$ cat config.mk
export PLATFORM = sky130hd
export DESIGN_NAME = counter_nb
export DESIGN_NICKNAME = d
export VERILOG_FILES = /design/src/rtl/counter_pkg.sv /design/src/rtl/counter_nb_toggle_cell.sv /design/src/rtl/counter_nb.sv
export SDC_FILE = /design/constraint.sdc
export NUM_CORES = 1
export LEC_CHECK = 0
export ABC_AREA = 0
export CAP_MARGIN = 20
export CORE_MARGIN = 4
export CORE_UTILIZATION = 55
export CTS_BUF_LIST = sky130_fd_sc_hd__clkbuf_8
export DETAILED_ROUTE_END_ITERATION = 12
export PLACE_DENSITY = 0.87
export SLEW_MARGIN = 20
export SYNTH_ARGS = -nofsm -noshare
export SYNTH_HDL_FRONTEND = slang
export SYNTH_SLANG_ARGS = --single-unit
$ cat constraint.sdc
create_clock -name clk -period 3.6 [get_ports clk]
set_input_delay 0.36 -clock clk [delete_from_list [all_inputs] [get_ports clk]]
set_output_delay 0.36 -clock clk [all_outputs]
set_load 0.01 [all_outputs]
$ cat src/rtl/counter_pkg.sv
// ============================================================================
//  Module      : counter_pkg
//  Description : Shared definitions for the counter_nb block: saturate-mode
//                constants, the decoded per-cycle step type and the helper
//                that derives the effective modulus M from WIDTH/MODULUS.
//  Revision    : 1.0 - initial release
// ============================================================================
`default_nettype none

package counter_pkg;

    // Values accepted by the SATURATE parameter of counter_nb.
    localparam int MODE_WRAP = 0;
    localparam int MODE_SAT  = 1;

    // Action selected for the current cycle once clr has been excluded.
    typedef enum logic [1:0] {
        STEP_HOLD = 2'd0,
        STEP_UP   = 2'd1,
        STEP_DOWN = 2'd2,
        STEP_LOAD = 2'd3
    } step_e;

    // Effective modulus: MODULUS of 0 selects the full binary range.
    // 64-bit result so that 2**32 is representable for WIDTH = 32.
    function automatic longint calc_modulus(input int width, input longint modulus);
        if (modulus == 0) begin
            return longint'(1) << width;
        end
        return modulus;
    endfunction

endpackage

`default_nettype wire

$ cat src/rtl/counter_nb_toggle_cell.sv
// ============================================================================
//  Module      : toggle_cell
//  Description : One bit of counter state held as a T flip-flop with a
//                synchronous clear. The bit inverts on every rising edge
//                where i_t is high.
//  Ports       : clk  - clock
//                rst  - synchronous active-high clear (forces o_q to 0)
//                i_t  - toggle request
//                o_q  - registered bit value
//  Revision    : 1.0 - initial release
// ============================================================================
`default_nettype none

module toggle_cell (
    input  logic clk,
    input  logic rst,
    input  logic i_t,
    output logic o_q
);

    logic r_state_q;
    logic w_state_d;

    always_comb begin
        w_state_d = r_state_q;
        if (i_t) begin
            w_state_d = ~r_state_q;
        end
    end

    always_ff @(posedge clk) begin
        if (rst) begin
            r_state_q <= 1'b0;
        end else begin
            r_state_q <= w_state_d;
        end
    end

    assign o_q = r_state_q;

endmodule

`default_nettype wire

$ cat src/rtl/counter_nb.sv
// ============================================================================
//  Module      : counter_nb
//  Description : Modulo-M up/down counter with parallel load, optional
//                saturation, combinational terminal count and a registered
//                overflow pulse. Each count bit lives in a toggle_cell that
//                flips whenever the next count differs from the current one.
//  Ports       : clk  - clock, all state changes on the rising edge
//                clr  - synchronous active-high reset (Q and ovf to 0)
//                T    - count enable
//                up   - direction, 1 = increment, 0 = decrement
//                load - synchronous parallel load of d (clamped to M-1)
//                d    - load value
//                Q    - registered count, always in 0..M-1
//                tc   - T high and Q at the terminal value for direction
//                ovf  - one-cycle pulse after a wrap or a blocked step
//  Revision    : 1.0 - initial release
// ============================================================================
`default_nettype none

module counter_nb
    import counter_pkg::*;
#(
    parameter int     WIDTH    = 8,
    parameter longint MODULUS  = 0,
    parameter int     SATURATE = 0
) (
    input  logic             clk,
    input  logic             clr,
    input  logic             T,
    input  logic             up,
    input  logic             load,
    input  logic [WIDTH-1:0] d,
    output logic [WIDTH-1:0] Q,
    output logic             tc,
    output logic             ovf
);

    localparam longint           c_M   = calc_modulus(WIDTH, MODULUS);
    localparam logic [WIDTH-1:0] c_MAX = WIDTH'(c_M - 1);

    // ------------------------------------------------------------------
    // Elaboration-time parameter legality
    // ------------------------------------------------------------------
    generate
        if (WIDTH < 2 || WIDTH > 32) begin : g_bad_width
            $fatal(1, "counter_nb: WIDTH=%0d outside 2..32", WIDTH);
        end
        if (MODULUS != 0 && (MODULUS < 2 || MODULUS > (longint'(1) << WIDTH))) begin : g_bad_modulus
            $fatal(1, "counter_nb: MODULUS=%0d illegal for WIDTH=%0d", MODULUS, WIDTH);
        end
        if (SATURATE != MODE_WRAP && SATURATE != MODE_SAT) begin : g_bad_saturate
            $fatal(1, "counter_nb: SATURATE=%0d must be 0 or 1", SATURATE);
        end
    endgenerate

    logic [WIDTH-1:0] w_q_d;
    logic [WIDTH-1:0] w_toggle;
    logic             w_ovf_d;
    logic             r_ovf_q;
    logic             w_at_max;
    logic             w_at_zero;
    step_e            w_step;

    assign w_at_max  = (Q == c_MAX);
    assign w_at_zero = (Q == '0);

    // Load outranks counting; clr is handled separately in the next-state logic.
    always_comb begin
        w_step = STEP_HOLD;
        if (load) begin
            w_step = STEP_LOAD;
        end else if (T) begin
            w_step = up ? STEP_UP : STEP_DOWN;
        end
    end

    // Next count and overflow. Terminal steps never leave 0..M-1: they either
    // wrap to the opposite terminal or hold, and flag ovf in both cases.
    always_comb begin
        w_q_d   = Q;
        w_ovf_d = 1'b0;
        if (clr) begin
            w_q_d = '0;
        end else begin
            case (w_step)
                STEP_LOAD: begin
                    w_q_d = (d > c_MAX) ? c_MAX : d;
                end
                STEP_UP: begin
                    if (w_at_max) begin
                        w_ovf_d = 1'b1;
                        if (SATURATE == MODE_WRAP) begin
                            w_q_d = '0;
                        end
                    end else begin
                        w_q_d = Q + WIDTH'(1);
                    end
                end
                STEP_DOWN: begin
                    if (w_at_zero) begin
                        w_ovf_d = 1'b1;
                        if (SATURATE == MODE_WRAP) begin
                            w_q_d = c_MAX;
                        end
                    end else begin
                        w_q_d = Q - WIDTH'(1);
                    end
                end
                default: begin
                    w_q_d = Q;
                end
            endcase
        end
    end

    // Each cell flips exactly the bits that differ between current and next count.
    assign w_toggle = w_q_d ^ Q;

    generate
        for (genvar i = 0; i < WIDTH; i++) begin : g_bit
            toggle_cell u_cell (
                .clk (clk),
                .rst (clr),
                .i_t (w_toggle[i]),
                .o_q (Q[i])
            );
        end
    endgenerate

    always_ff @(posedge clk) begin
        if (clr) begin
            r_ovf_q <= 1'b0;
        end else begin
            r_ovf_q <= w_ovf_d;
        end
    end

    assign ovf = r_ovf_q;

    // Terminal count looks only at T, up and Q, so load and clr do not mask it.
    assign tc = T & (up ? w_at_max : w_at_zero);

endmodule

`default_nettype wire
==> metrics.yaml, run 1 <==
synthCells: 121
path_class: "reg2out"
cts.sinks: 9
rsz0062_at_grt: "no"
report.final.slew_viol_count: 0
hold_buffers: 0
layout-drive-gt1-share_pct: 6.92
peakVddDrop_uv: 238
top_layer: "met4"
netlist_area_sq_um: 948
cts_resized: 0
max_stage_delay_ps: 540
clk_latency_ps: 240
synth_top_area_share_pct: 19.0
synthSimpleGateAreaFrac_pct: 19.0
power_density_nw_per_um2: 351
leakagePower_uw: 0.000404
pin_count: 23
clockBufferDepth: 2
critPathLaunch: "g_bit[0].u_cell.o_q$_SDFFE_PP0P_"
share_comb_of_total_power_pct: 37.0
swShare_pct: 34.4
pre_cts_ws_ps: 1100
drc: 0
holdWs_ps: 572
timing.critical_path.from_type: "flop"
ys_top_cells_by_area: "dfxtp_1 (19%), buf_4 (7.9%), ha_1 (7.9%)"
synth.area.mux_share_pct: 1.06
seq_area_frac_synth_pct: 19.0
synth_top_area_cell: "dfxtp_1"
drv_cap: 0
wl_met1_um: 1050
clock_power_share_pct: 29.6
drtIter0Drc: 33
hold_viol: 0
start_util_pct: 60.8
fp-row-count: 14
gp_congestion: 0.936
r2r_cells: 6
syn_nets: 140
synthAdderAreaFrac_pct: 7.92
end_kind: "output pin"
num_vias: 960
relSlewSlack_pct: 65.5
die_h_um: 49.5
cp_data_required_time_ps: 3240
grt_pass1_vias: 914
antenna_found_initial: 0
path_max_fanout: 9
reg2reg_setup_slack_ps: 1560
total_power_uw: 394
power_switching_uw: 136
die_w_um: 49.5
area_growth_pct: 18.3
path_cells: "ha_1 -> nand3_1 -> nor3_1 -> a21oi_1 -> nor2b_1 -> clkdlybuf4s50_1"
fin_ws_ps: 953
num_antenna_cells: 0
wire_per_inst_um: 16.8
synth_top_family_by_area: "compound AO/OA/AOI/OAI gates"
fillCellCount: 129
ys_warn_count: 0
synth_seq_cells: 9
critPathCapture: "tc"
routed_via_density: 6.58
ant_nets: 0
dieArea_sq_um: 2450
fin_crit_sh_pct: 73.5
fmax_mhz: 378
coreArea_sq_um: 1560
overflow: 0
wl_met2_um: 1120
p_seq_share_pct: 33.4
avgSynthCellArea_sq_um: 7.84
dp_hpwl_um: 1810
first_pass_iters: 4
portBuffers: 22
post_cts_buffers: 0
fin_util_pct: 72.0
grt_pass1_wl_um: 4130
setup_violations: 0
fin_skew_ps: 2.99
worstMarginPinSlew_ps: 517
min_period_ps: 2650
grt_max_degree: 16
cts_buffers: 3
timing.rr.start: "g_bit[0].u_cell.o_q$_SDFFE_PP0P_"
synth_compound_area_share_pct: 33.4
clk_pin_slew_ps: 50
cts_tree: "built"
h-tree-depth: 1
p_int_uw: 259
rr_endpoint: "g_bit[5].u_cell.o_q$_SDFFE_PP0P_"
slowest_stage: "clkdlybuf4s50_1"
grtUsageTotal_pct: 21.7
status: "finished clean"
crit_arrival_ps: 2290
cts-root-buf: "clkbuf_8"
ys_types: 41
min_path_type: "reg2reg"
nets: 150
synth_xor_area_share_pct: 2.77
wl_um: 2450
setup_tns_ps: 0
dr_wl_met3_um: 211
-- power groups by stage --
stage	Combinational [uW]	Sequential, uW	Clock, uW
floorplan	119	122	0
global placement	140	132	0
detailed placement	143	133	0
CTS	145	131	120
global route	157	134	126
finish	146	132	117
-- registers in the layout, summed over array words and instances (netlist names) --
| name | flops |
|---|---|
| g_bit.u_cell.o_q | 8 |
| ovf | 1 |
-- worst max-delay path: cells and delay by family (launching register included) --
kind	cells	cell delay, ps
compound gates	1	60
fa+ha+maj	1	280
buf+inv	1	540
flops	1	490
simple gates	3	680
-- layout by cell type (no fill, tap or decap), types with 5 or more instances in the layout --
master / count
o21ai_0: 7
dfxtp_1: 9
inv_1: 14
a221oi_1: 6
ha_1: 6
clkdlybuf4s50_1: 22
nand3_1: 5
nor2_1: 6
a21oi_1: 8
-- metrics by stage --
stage / cell area [sq um] / instances
CTS: 1120 / 146
finish: 1120 / 146
floorplan: 948 / 121
detailed placement: 1080 / 142
global placement: 1080 / 142
global route: 1120 / 146
-- kinds of logic after synthesis --
| kind of cell | after synthesis |
|---|---|
| and+or+nand+nor | 30 |
| DFF | 9 |
| AOI/OAI and AO/OA | 42 |
| xor gates and xnor gates | 3 |
| buffers and inverters | 30 |
| adders and majority gates | 6 |
| muxes | 1 |
-- area by class of cell --
class,instances,area [sq um],share of cell area (%)
clock buffers,3,41.3,3.68
clock inverters,1,3.75,0.334
inverters,13,48.8,4.35
multi-input cells,82,608,54.2
flip-flops and latches,9,180,16.1
well taps,16,20.0,1.78
repair buffers,22,220,19.6
-- synth_stat cells (all sizes together) --
master / n
ha: 6
buf: 14
or2: 2
a221oi: 6
a211oi: 1
nor2b: 2
nor3: 2
or3b: 1
a22oi: 1
nand3: 5
a2111oi: 2
o2bb2ai: 1
o21ai: 9
inv: 13
o32ai: 1
dfxtp: 9
a31oi: 2
nor2: 6
nor3b: 1
xnor2: 3
and3: 1
nor4: 1
clkbuf: 3
nand4: 4
nand2: 4
o21a: 2
a21oi: 8
a21o: 3
or3: 1
o41ai: 1
o2111a: 1
a32o: 2
a311oi: 2
mux2i: 1
-- routing by layer --
layer | vias to the layer above | GRT usage, %
li1 | 457 | -
met1 | 444 | 27.6
met2 | 52 | 33.0
met3 | 7 | 3.01
met4 | 0 | 15.7
met5 | - | 0
-- worst min path at each step --
stage	startpoint	endpoint	slack, ps	depth (start not counted)
after global placement	g_bit[7].u_cell.o_q$_SDFFE_PP0P_	g_bit[7].u_cell.o_q$_SDFFE_PP0P_	560	2
after floorplan	g_bit[7].u_cell.o_q$_SDFFE_PP0P_	g_bit[7].u_cell.o_q$_SDFFE_PP0P_	520	2
after detailed placement	g_bit[7].u_cell.o_q$_SDFFE_PP0P_	g_bit[7].u_cell.o_q$_SDFFE_PP0P_	560	2
after global routing	g_bit[7].u_cell.o_q$_SDFFE_PP0P_	g_bit[7].u_cell.o_q$_SDFFE_PP0P_	600	2
final	g_bit[7].u_cell.o_q$_SDFFE_PP0P_	g_bit[7].u_cell.o_q$_SDFFE_PP0P_	570	2
after CTS	g_bit[7].u_cell.o_q$_SDFFE_PP0P_	g_bit[7].u_cell.o_q$_SDFFE_PP0P_	560	2
Power figures use the tool's default switching activity.
==> run 2, diff against run 1 <==
CORE_UTILIZATION = 51   (was 55)
PLACE_DENSITY = 0.82   (was 0.87)
clock period = 2.5 ns   (was 3.6 ns; I/O delays follow)
==> run 2 against run 1 <==
Against the previous run:
- die area grew 6.6%
- flip-flop and latch count is the same
- critical path depth unchanged
- clock-buffer cell count stayed put
- final cell count rose by 8.2%
- total power rose by 47%
- clock skew fell by 2.6 ps
- largest cell class unchanged
==> metrics.yaml, run 2 (synthesis results as in run 1) <==
wire_per_inst_um: 15.3
fin_ws_ps: 195
crit_arrival_ps: 2050
pin_count: 23
first_pass_iters: 4
relSlewSlack_pct: 65.3
routed_via_density: 6.08
ant_nets: 0
die_w_um: 51.1
peakVddDrop_uv: 320
report.final.slew_viol_count: 0
wl_um: 2410
final_cell_mix: "clkdlybuf4s50_1 (22), inv_1 (14), dfxtp_1 (9)"
antenna_found_initial: 0
fp-row-count: 15
cts_buffers: 3
fmax_mhz: 434
min_period_ps: 2300
drc: 0
leakagePower_uw: 0.000418
end_kind: "output pin"
portBuffers: 22
die_h_um: 51.1
area_growth_pct: 21.9
worstMarginPinSlew_ps: 521
status: "finished clean"
min_path_type: "reg2reg"
slowest_stage: "clkdlybuf4s50_1"
path_max_fanout: 9
cts_tree: "built"
nets: 153
clockBufferDepth: 2
place_area_sq_um: 1110
stdcell_area_sq_um: 1160
final_common_cell: "clkdlybuf4s50_1"
largest_reg_flops: 8
hold_buffers: 0
dp_hpwl_um: 1740
max_stage_delay_ps: 550
cts.sinks: 9
power_density_nw_per_um2: 501
rsz0062_at_grt: "no"
num_vias: 960
hold_viol: 0
setup_tns_ps: 0
post_cts_buffers: 0
total_power_uw: 580
clk_pin_slew_ps: 50
num_antenna_cells: 0
drtIter0Drc: 19
grt_max_degree: 16
timing.critical_path.from_type: "flop"
cp_data_required_time_ps: 2250
drv_cap: 0
path_cells: "inv_1 -> ha_1 -> and3_1 -> a21oi_1 -> nor2b_1 -> clkdlybuf4s50_1"
clk_latency_ps: 240
grtUsageTotal_pct: 19.9
layout-drive-gt1-share_pct: 9.02
fillCellCount: 156
grt_pass1_wl_um: 3920
overflow: 0
setup_violations: 0
path_class: "reg2out"
gp_congestion: 0.862
start_util_pct: 54.3
fin_crit_sh_pct: 92.2
dieArea_sq_um: 2610
grt_pass1_vias: 869
fin_skew_ps: 0.381
cts-root-buf: "clkbuf_8"
coreArea_sq_um: 1750
pre_cts_ws_ps: 227
cts_resized: 0
h-tree-depth: 1
run 2: routing by layer:
metal / GRT usage [%] / up-vias / part of all wire (%)
met5: 0 / - / 0
met4: 11.7 / 0 / 2.2
met3: 3.21 / 8 / 5.9
met2: 31.3 / 39 / 47
met1: 25.3 / 453 / 44
li1: - / 460 / -
run 2: worst max-delay path, delay by kind of cell (launching register included):
family | cells | cell delay (ps)
adders and majority gates | 1 | 340
and+or+nand+nor | 2 | 360
AOI/OAI and AO/OA | 1 | 80
buffers and inverters | 2 | 660
DFF | 1 | 380
run 2: final cells by class:
class	instances	area [sq um]	area share, %
Clock buffer	3	41.3	3.57
Clock inverter	1	3.75	0.325
Inverter	13	48.8	4.22
Multi-Input combinational cell	82	608	52.6
Sequential cell	9	180	15.6
Tap cell	25	31.3	2.71
Timing Repair Buffer	25	243	21.0
run 2: worst paths after layout:
path,start,to,slack (ps),cells after the start
max,g_bit[0].u_cell.o_q$_SDFFE_PP0P_,tc,200,6
min,g_bit[7].u_cell.o_q$_SDFFE_PP0P_,g_bit[7].u_cell.o_q$_SDFFE_PP0P_,590,2
max reg2reg,g_bit[0].u_cell.o_q$_SDFFE_PP0P_,g_bit[5].u_cell.o_q$_SDFFE_PP0P_,500,6
min reg2reg,g_bit[7].u_cell.o_q$_SDFFE_PP0P_,g_bit[7].u_cell.o_q$_SDFFE_PP0P_,590,2
run 2: power by group:
part	total, uW	leakage, uW	internal, uW	switching, uW
Combinational	215	0.000317	114	101
Clock	175	0.0000269	108	66.9
Sequential	190	0.0000742	157	33.1
Total	580	0.000418	379	201
run 2: per-stage QoR:
step,hold WS [ps],utilization (%),instances
finish,586,66.2,158
floorplan,419,-,121
global placement,558,63.7,154
CTS,573,66.2,158
detailed placement,567,63.7,154
global route,609,66.2,158
==> run 3, diff against run 2 <==
ABC_AREA = 1   (was 0)
CORE_UTILIZATION = 50   (was 51)
PLACE_DENSITY = 0.81   (was 0.82)
TNS_END_PERCENT = 20   (was unset)
==> run 3 against run 2 <==
Against the previous run:
- critical path depth up 1
- first-iteration DRC count up 95%
- area after synthesis down 2.9%
- global-route usage up 0.35 points
- clock-buffer cell count unchanged
- critical endpoint unchanged
- synthesized cell count up 26%
- via count up 11%
- design area down 1.2%
- non-clock buffer count down 2
- highest routed layer unchanged
==> metrics.yaml, run 3 <==
dieArea_sq_um: 2590
portBuffers: 22
cts_tree: "built"
synthArstFlopShare_pct: 0
synth_top_area_share_pct: 19.6
worstMarginPinSlew_ps: 427
synth_common_cells: "nand2_1 (32), inv_1 (20), nand3_1 (20)"
yosysMostFrequentCell: "nand2_1"
setup_violations: 0
coreArea_sq_um: 1730
min_path_type: "in2reg"
rsz0062_at_grt: "no"
clockBufferDepth: 2
ys_top_cells_by_area: "dfxtp_1 (20%), nand2_1 (13%), nand3_1 (11%)"
leakagePower_uw: 0.000554
synth_seq_cells: 9
grt_pass1_vias: 954
path_max_fanout: 6
synth_edf_count: 0
grt_max_degree: 13
ys_types: 26
die_w_um: 50.9
synthAdderAreaFrac_pct: 8.15
num_vias: 1065
hold_buffers: 0
area_growth_pct: 24.0
fin_util_pct: 66.2
drv_cap: 0
routed_via_density: 5.52
synthSimpleGateAreaFrac_pct: 36.1
synth_xor_area_share_pct: 0.951
seq_area_frac_synth_pct: 19.6
fp-row-count: 15
largest_reg_flops: 8
first_pass_iters: 4
die_h_um: 50.9
wire_per_inst_um: 12.7
synth_top_family_by_area: "simple AND/OR/NAND/NOR gates"
crit_arrival_ps: 1740
timing.critical_path.from_type: "flop"
cts_buffers: 3
cts-root-buf: "clkbuf_8"
post_cts_buffers: 0
gp_congestion: 0.970
power_density_nw_per_um2: 492
min_period_ps: 1990
clk_pin_slew_ps: 50
syn_nets: 172
clk_latency_ps: 240
synthCells: 153
pin_count: 23
fin_crit_sh_pct: 79.5
grtUsageTotal_pct: 20.3
synth_top_area_cell: "dfxtp_1"
report.final.slew_viol_count: 0
status: "finished clean"
drtIter0Drc: 37
fin_skew_ps: 4.09
h-tree-depth: 1
final_common_cell: "nand2_1"
netlist_area_sq_um: 921
hold_viol: 0
synth_compound_area_share_pct: 15.8
cts.sinks: 9
wl_um: 2450
nets: 188
cp_data_required_time_ps: 2250
end_kind: "output pin"
synthFlopType: "dfxtp_1"
antenna_found_initial: 0
layout-drive-gt1-share_pct: 8.33
fmax_mhz: 503
grt_pass1_wl_um: 4010
relSlewSlack_pct: 71.6
peakVddDrop_uv: 409
setup_tns_ps: 0
num_antenna_cells: 0
overflow: 0
ant_nets: 0
ys_warn_count: 0
avgSynthCellArea_sq_um: 6.02
path_class: "reg2out"
start_util_pct: 53.3
drc: 0
synth.area.mux_share_pct: 0
reg2reg_setup_slack_ps: 920
final_cell_mix: "nand2_1 (32), inv_1 (21), clkdlybuf4s50_1 (21)"
dp_hpwl_um: 1880
## run 3: final timing paths
path	start	to	cells past startpoint
setup / recovery	g_bit[0].u_cell.o_q$_SDFFE_PP0P_	tc	7
hold / removal	d[1]	g_bit[1].u_cell.o_q$_SDFFE_PP0P_	3
setup reg to reg	g_bit[0].u_cell.o_q$_SDFFE_PP0P_	g_bit[0].u_cell.o_q$_SDFFE_PP0P_	10
hold reg to reg	g_bit[0].u_cell.o_q$_SDFFE_PP0P_	g_bit[0].u_cell.o_q$_SDFFE_PP0P_	3
## run 3: final cells by class
cell class | instances | area [sq um]
Fill cell | 159 | 584
Timing Repair Buffer | 23 | 230
Clock buffer | 3 | 41.3
Multi-Input combinational cell | 107 | 562
Clock inverter | 1 | 3.75
Tap cell | 25 | 31.3
Inverter | 25 | 93.8
Sequential cell | 9 | 180
## run 3: where the power goes
group	leakage (uW)	total (uW)	switching, uW	internal [uW]
clock network	0.0000269	173	65.2	108
logic	0.000453	203	112	90.2
registers	0.0000744	187	29.0	158
total	0.000554	562	206	356
## run 3: layer usage
| metal | wire length, um | global-route usage [%] |
|---|---|---|
| met3 | 176 | 7.58 |
| met5 | 0 | 0 |
| met2 | 1170 | 35.0 |
| met4 | 107 | 9.87 |
| met1 | 998 | 21.4 |
## run 3: metrics by stage
stage | instances | total power (uW) | hold slack [ps] | cell area [sq um] | setup WS (ps)
floorplan | 153 | 326 | 323 | 921 | 1020
global placement | 189 | 380 | 592 | 1090 | 529
detailed placement | 189 | 386 | 609 | 1090 | 447
CTS | 193 | 563 | 608 | 1140 | 140
global route | 193 | 597 | 605 | 1140 | 366
finish | 193 | 562 | 607 | 1140 | 512
## run 3: what timing repair did
item / CTS / global route
endpoints found under the hold margin: 0 / 0
endpoints found under the setup margin: 0 / 1
gates resized for setup: 0 / 1
## run 3: worst max-delay path, cell delays in order, from the launching register on
cell	delay, ps
dfxtp_1	350
inv_2	120
ha_1	180
inv_1	50
nor2_1	170
nand2_1	160
o32ai_1	270
dlymetal6s2s_1	200
## run 3: cell families (layout without fill, tap and decap cells)
kind of cell,count (synthesis),in the layout
buffers and inverters,37,52
DFF,9,9
xor gates and xnor gates,1,1
adders and majority gates,6,6
AOI/OAI and AO/OA,27,27
and+or+nand+nor,73,73
==> RTL change 1 (config.mk and constraints of run 2) <==
Change the parameter `SATURATE` from 0 to 1.
--- a/src/rtl/counter_nb.sv
+++ b/src/rtl/counter_nb.sv
@@ -22,7 +22,7 @@
 #(
     parameter int     WIDTH    = 8,
     parameter longint MODULUS  = 0,
-    parameter int     SATURATE = 0
+    parameter int     SATURATE = 1
 ) (
     input  logic             clk,
     input  logic             clr,
Function: changed (a bounded check fails within 4 cycles, from zero or initial values).
==> RTL change 1 against run 2 <==
Design area increased by 3.7%; synthesized area decreased by 0.26%; routed wire length rose by 7.6%; sequential share of layout area decreased by 0.34 points; hold slack worse by 0.0071 ns; combinational power is 19% higher; worst setup slack lost 0.074 ns; largest power group unchanged; total power grew 4.6%; sequential cell count is the same; highest routed layer unchanged; largest cell class unchanged.
==> RTL change 1: results (changes against run 2) <==
Worst Path Max Fanout -> 6 (-3)
CTS clock-pin slew for the worst setup and hold paths -> 0.05 ns (about the same)
status -> finished, final reports clean
# diodes -> 0 (unchanged)
initial antenna violation count -> 0 (unchanged)
Overflow after GRT -> 0 (unchanged)
Ys Warns -> 0 (unchanged)
nets -> 162 (+5.9%)
flop2flop setup slack -> 0.31 ns (-0.19 ns)
DRC Markers -> 0 (unchanged)
adder-cell share of the synthesized area -> 7.94% (+0.021 points)
Critical-path top delay cell -> clkdlybuf4s50_1
main area contributors after synthesis -> dfxtp_1 (19%), ha_1 (7.9%), buf_4 (7.1%)
GRT Total Usage -> 21.5% (+1.6 points)
Critical Path AT -> 2.13 ns (+0.08 ns)
Synth Area in XOR/XNOR -> 0% (-2.8 points)
Hold Vio Cnt, Final -> 0 (unchanged)
worst-skew pair later-pin latency -> 0.24 ns (about the same)
crit-path leading delay family -> buffers and inverters
setup bufs post-CTS -> 0 (unchanged)
cells on worst reg2reg path -> 7 (+1)
placer congestion estimate -> 0.937 (+8.7%)
Total Wirelength -> 2.59 mm (+7.6%)
Slew @ Worst Pin -> 0.518 ns (-0.00320 ns)
syn nets -> 145 (+3.6%)
VDD IR max -> 350 µV (+9.5%)
Primary FF master, synth -> dfxtp_1
post-synthesis sequential area ratio -> 19.0% (+0.050 points)
routed vias/inst -> 5.99 (-1.3%)
reg-to-reg endpoint -> g_bit[6].u_cell.o_q
H-tree depth -> 1 (unchanged)
total CTS buffers -> 3 (unchanged)
layout cell share with drive strength beyond 1 -> 13.4% (+4.4 points)
pin count of the biggest net entering global routing -> 13 (-3)
first drt pass iteration count -> 4 (unchanged)
wire length of the first global-routing pass -> 4.24 mm (+8.1%)
slowest stage delay, CP -> 0.54 ns
number of flip-flops in the largest register -> 8 (unchanged)
crit path from -> g_bit[0].u_cell.o_q
vias in the first global route -> 926 (+6.6%)
placed inst area -> 1140 µm² (+2.5%)
Clock Skews -> 0.00606 ns (+0.00568 ns)
fillers -> 152 (-2.6%)
Setup crit end -> tc
CTS Buffer Depth -> 2 (unchanged)
mux share of post-synthesis cell area -> 3.31% (+2.3 points)
post-synthesis async set-or-reset flop share -> 0% (unchanged)
most frequent cells after synthesis -> a21oi_1 (10), inv_1 (10), nor2_1 (10), buf_4 (9), dfxtp_1 (9)
Buffers on Ports -> 22 (unchanged)
Pleak -> 0.478 nW (+14%)
Unique masters post-synth -> 42 (+2.4%)
clock root buffer -> clkbuf_8
HP Class -> reg2reg
post-synthesis compound-gate area fraction -> 27.8% (-5.6 points)
hold_sp -> g_bit[1].u_cell.o_q
DP Wirelength -> 1.91 mm (+9.8%)
DRT iter0 DRCs -> 35 (+16)
## RTL change 1: changes by cell type in the layout (fill, tap and decap cells not counted), moves of 3 or more
cell and change:
buf_4 +3, nor2_1 +4, xnor2_1 -3, nand2_1 +4
inv_1 -3, nand3_1 -3, a221oi_1 -4
## RTL change 1: power breakdown
group	leakage, nW	switching [mW]	total, mW	internal (mW)
logic	0.377	0.128	0.256	0.128
clock network	0.0269	0.0626	0.170	0.107
registers	0.0747	0.0209	0.180	0.159
total	0.478	0.212	0.606	0.395
## RTL change 1: worst min-delay path by stage
stage	slack, ns	depth (start not counted)	end
finish	0.58	1	g_bit[1].u_cell.o_q
global route	0.60	1	g_bit[1].u_cell.o_q
CTS	0.61	1	g_bit[1].u_cell.o_q
detailed placement	0.59	1	g_bit[1].u_cell.o_q
global placement	0.58	1	g_bit[1].u_cell.o_q
floorplan	0.43	2	g_bit[4].u_cell.o_q
## RTL change 1: routing by layer
layer  global-route usage, %  routed length (µm)
met1                    25.6                1080
met2                    38.2                1250
met3                    4.08                 235
met4                    6.73                  34
met5                       0                   0
## RTL change 1: cell type report
class	instances	area, µm²	area share [%]
inverter	10	37.5	3.13
tap	25	31.3	2.61
multi-input combinational	91	637	53.1
clock inverter	1	3.75	0.313
timing repair buffer	28	265	22.1
sequential	9	183	15.2
clock buffer	3	41.3	3.44
## RTL change 1: stage by stage
stage,worst slack [ns],power [mW],util [%],std cells
after floorplan,0.632,0.356,-,126
after global placement,0.278,0.423,65.2,163
after detailed placement,0.192,0.429,65.2,163
after CTS,0.00148,0.600,68.0,167
after global routing,0.0121,0.639,68.7,167
final,0.121,0.606,68.7,167
## RTL change 1: timing repair
| action | in CTS | in global routing |
|---|---|---|
| pin swaps | 0 | 1 |
| setup endpoints to repair | 1 | 1 |
| resized for setup | 1 | 3 |
==> RTL change 2 (flow settings as in run 2) <==
Without the edit above. Reset style: asynchronous (`rst`), changed in one clocked block. Comments in the files are not updated.
--- a/src/rtl/counter_nb_toggle_cell.sv
+++ b/src/rtl/counter_nb_toggle_cell.sv
@@ -28,7 +28,7 @@
         end
     end
 
-    always_ff @(posedge clk) begin
+    always_ff @(posedge clk or posedge rst) begin
         if (rst) begin
             r_state_q <= 1'b0;
         end else begin
Formal check against the unedited RTL: not equivalent (a bounded check fails within 4 cycles, from zero or initial values; the reset may be asserted at any time).
==> RTL change 2 against run 2 <==
Sequential share of layout area up 3.4 points; routed wire length up 4.4%; synthesized area down 1.3%; largest cell class unchanged; total power up 0.40%; register-to-register slack better by 0.12 ns; global-route usage up 2.6 points; die area down 1.1%; design area up 0.32%; sequential cell count unchanged; first-iteration DRC count rose to 2.5 times the old value; synthesized cell count down 3.3%; worst setup slack worse by 0.017 ns; clock skew up 0.0032 ns.
==> RTL change 2: results (changes against run 2) <==
status -> finished, final reports clean
layout cell share with drive strength beyond 1 -> 9.85% (+0.83 points)
Synth Area in XOR/XNOR -> 0.936% (-1.8 points)
crit-path leading delay family -> flip-flops
Flop pwr share -> 33.0% (+0.2 points)
pin count of the biggest net entering global routing -> 15 (-1)
Unique masters post-synth -> 40 (-2.4%)
Clock Skews -> 0.00358 ns (+0.00320 ns)
post-synthesis async set-or-reset flop share -> 88.9% (+89 points)
area grow syn2layout -> 23.9%
DP Worst Slack -> 0.133 ns (-0.0941 ns)
nets -> 152 (-0.65%)
Pleak -> 0.456 nW (+9.1%)
post-synthesis compound-gate area fraction -> 31.0% (-2.4 points)
crit path from -> g_bit[5].u_cell.o_q
Critical Path AT -> 2.07 ns (+0.02 ns)
VDD IR max -> 370 µV (+16%)
DP Wirelength -> 1.88 mm (+8.2%)
routed vias/inst -> 6.11 (+0.53%)
slowest stage delay, CP -> 0.58 ns (+0.03 ns)
adder-cell share of the synthesized area -> 8.02% (+0.11 points)
Total Wirelength -> 2.52 mm (+4.4%)
flop2flop setup slack -> 0.62 ns (+0.12 ns)
cells on worst reg2reg path -> 5 (-1)
Sw Pwr -> 0.203 mW (+0.81%)
placer congestion estimate -> 0.896 (+3.9%)
-- RTL change 2: layout make-up --
cell class | instances | area (µm²) | area share, %
flip-flops and latches | 9 | 220 | 19.0
clock inverters | 1 | 3.75 | 0.324
repair buffers | 27 | 258 | 22.2
multi-input cells | 80 | 561 | 48.3
clock buffers | 3 | 41.3 | 3.56
inverters | 12 | 45.0 | 3.88
well taps | 25 | 31.3 | 2.70
-- RTL change 2: metal layers --
layer	up-vias	wire [µm]	GRT usage [%]	part of all wire (%)
met3	5	240	5.25	9.5
met5	-	0	0	0
met1	439	1040	27.7	41
met4	0	44	10.8	1.7
met2	55	1190	36.7	47
li1	460	-	-	-
-- RTL change 2: through the flow --
stage / hold slack (ns) / total power [mW] / std cells
global route: 0.492 / 0.613 / 157
finish: 0.458 / 0.582 / 157
global placement: 0.659 / 0.399 / 153
CTS: 0.462 / 0.582 / 157
detailed placement: 0.664 / 0.406 / 153
floorplan: 0.264 / 0.341 / 117
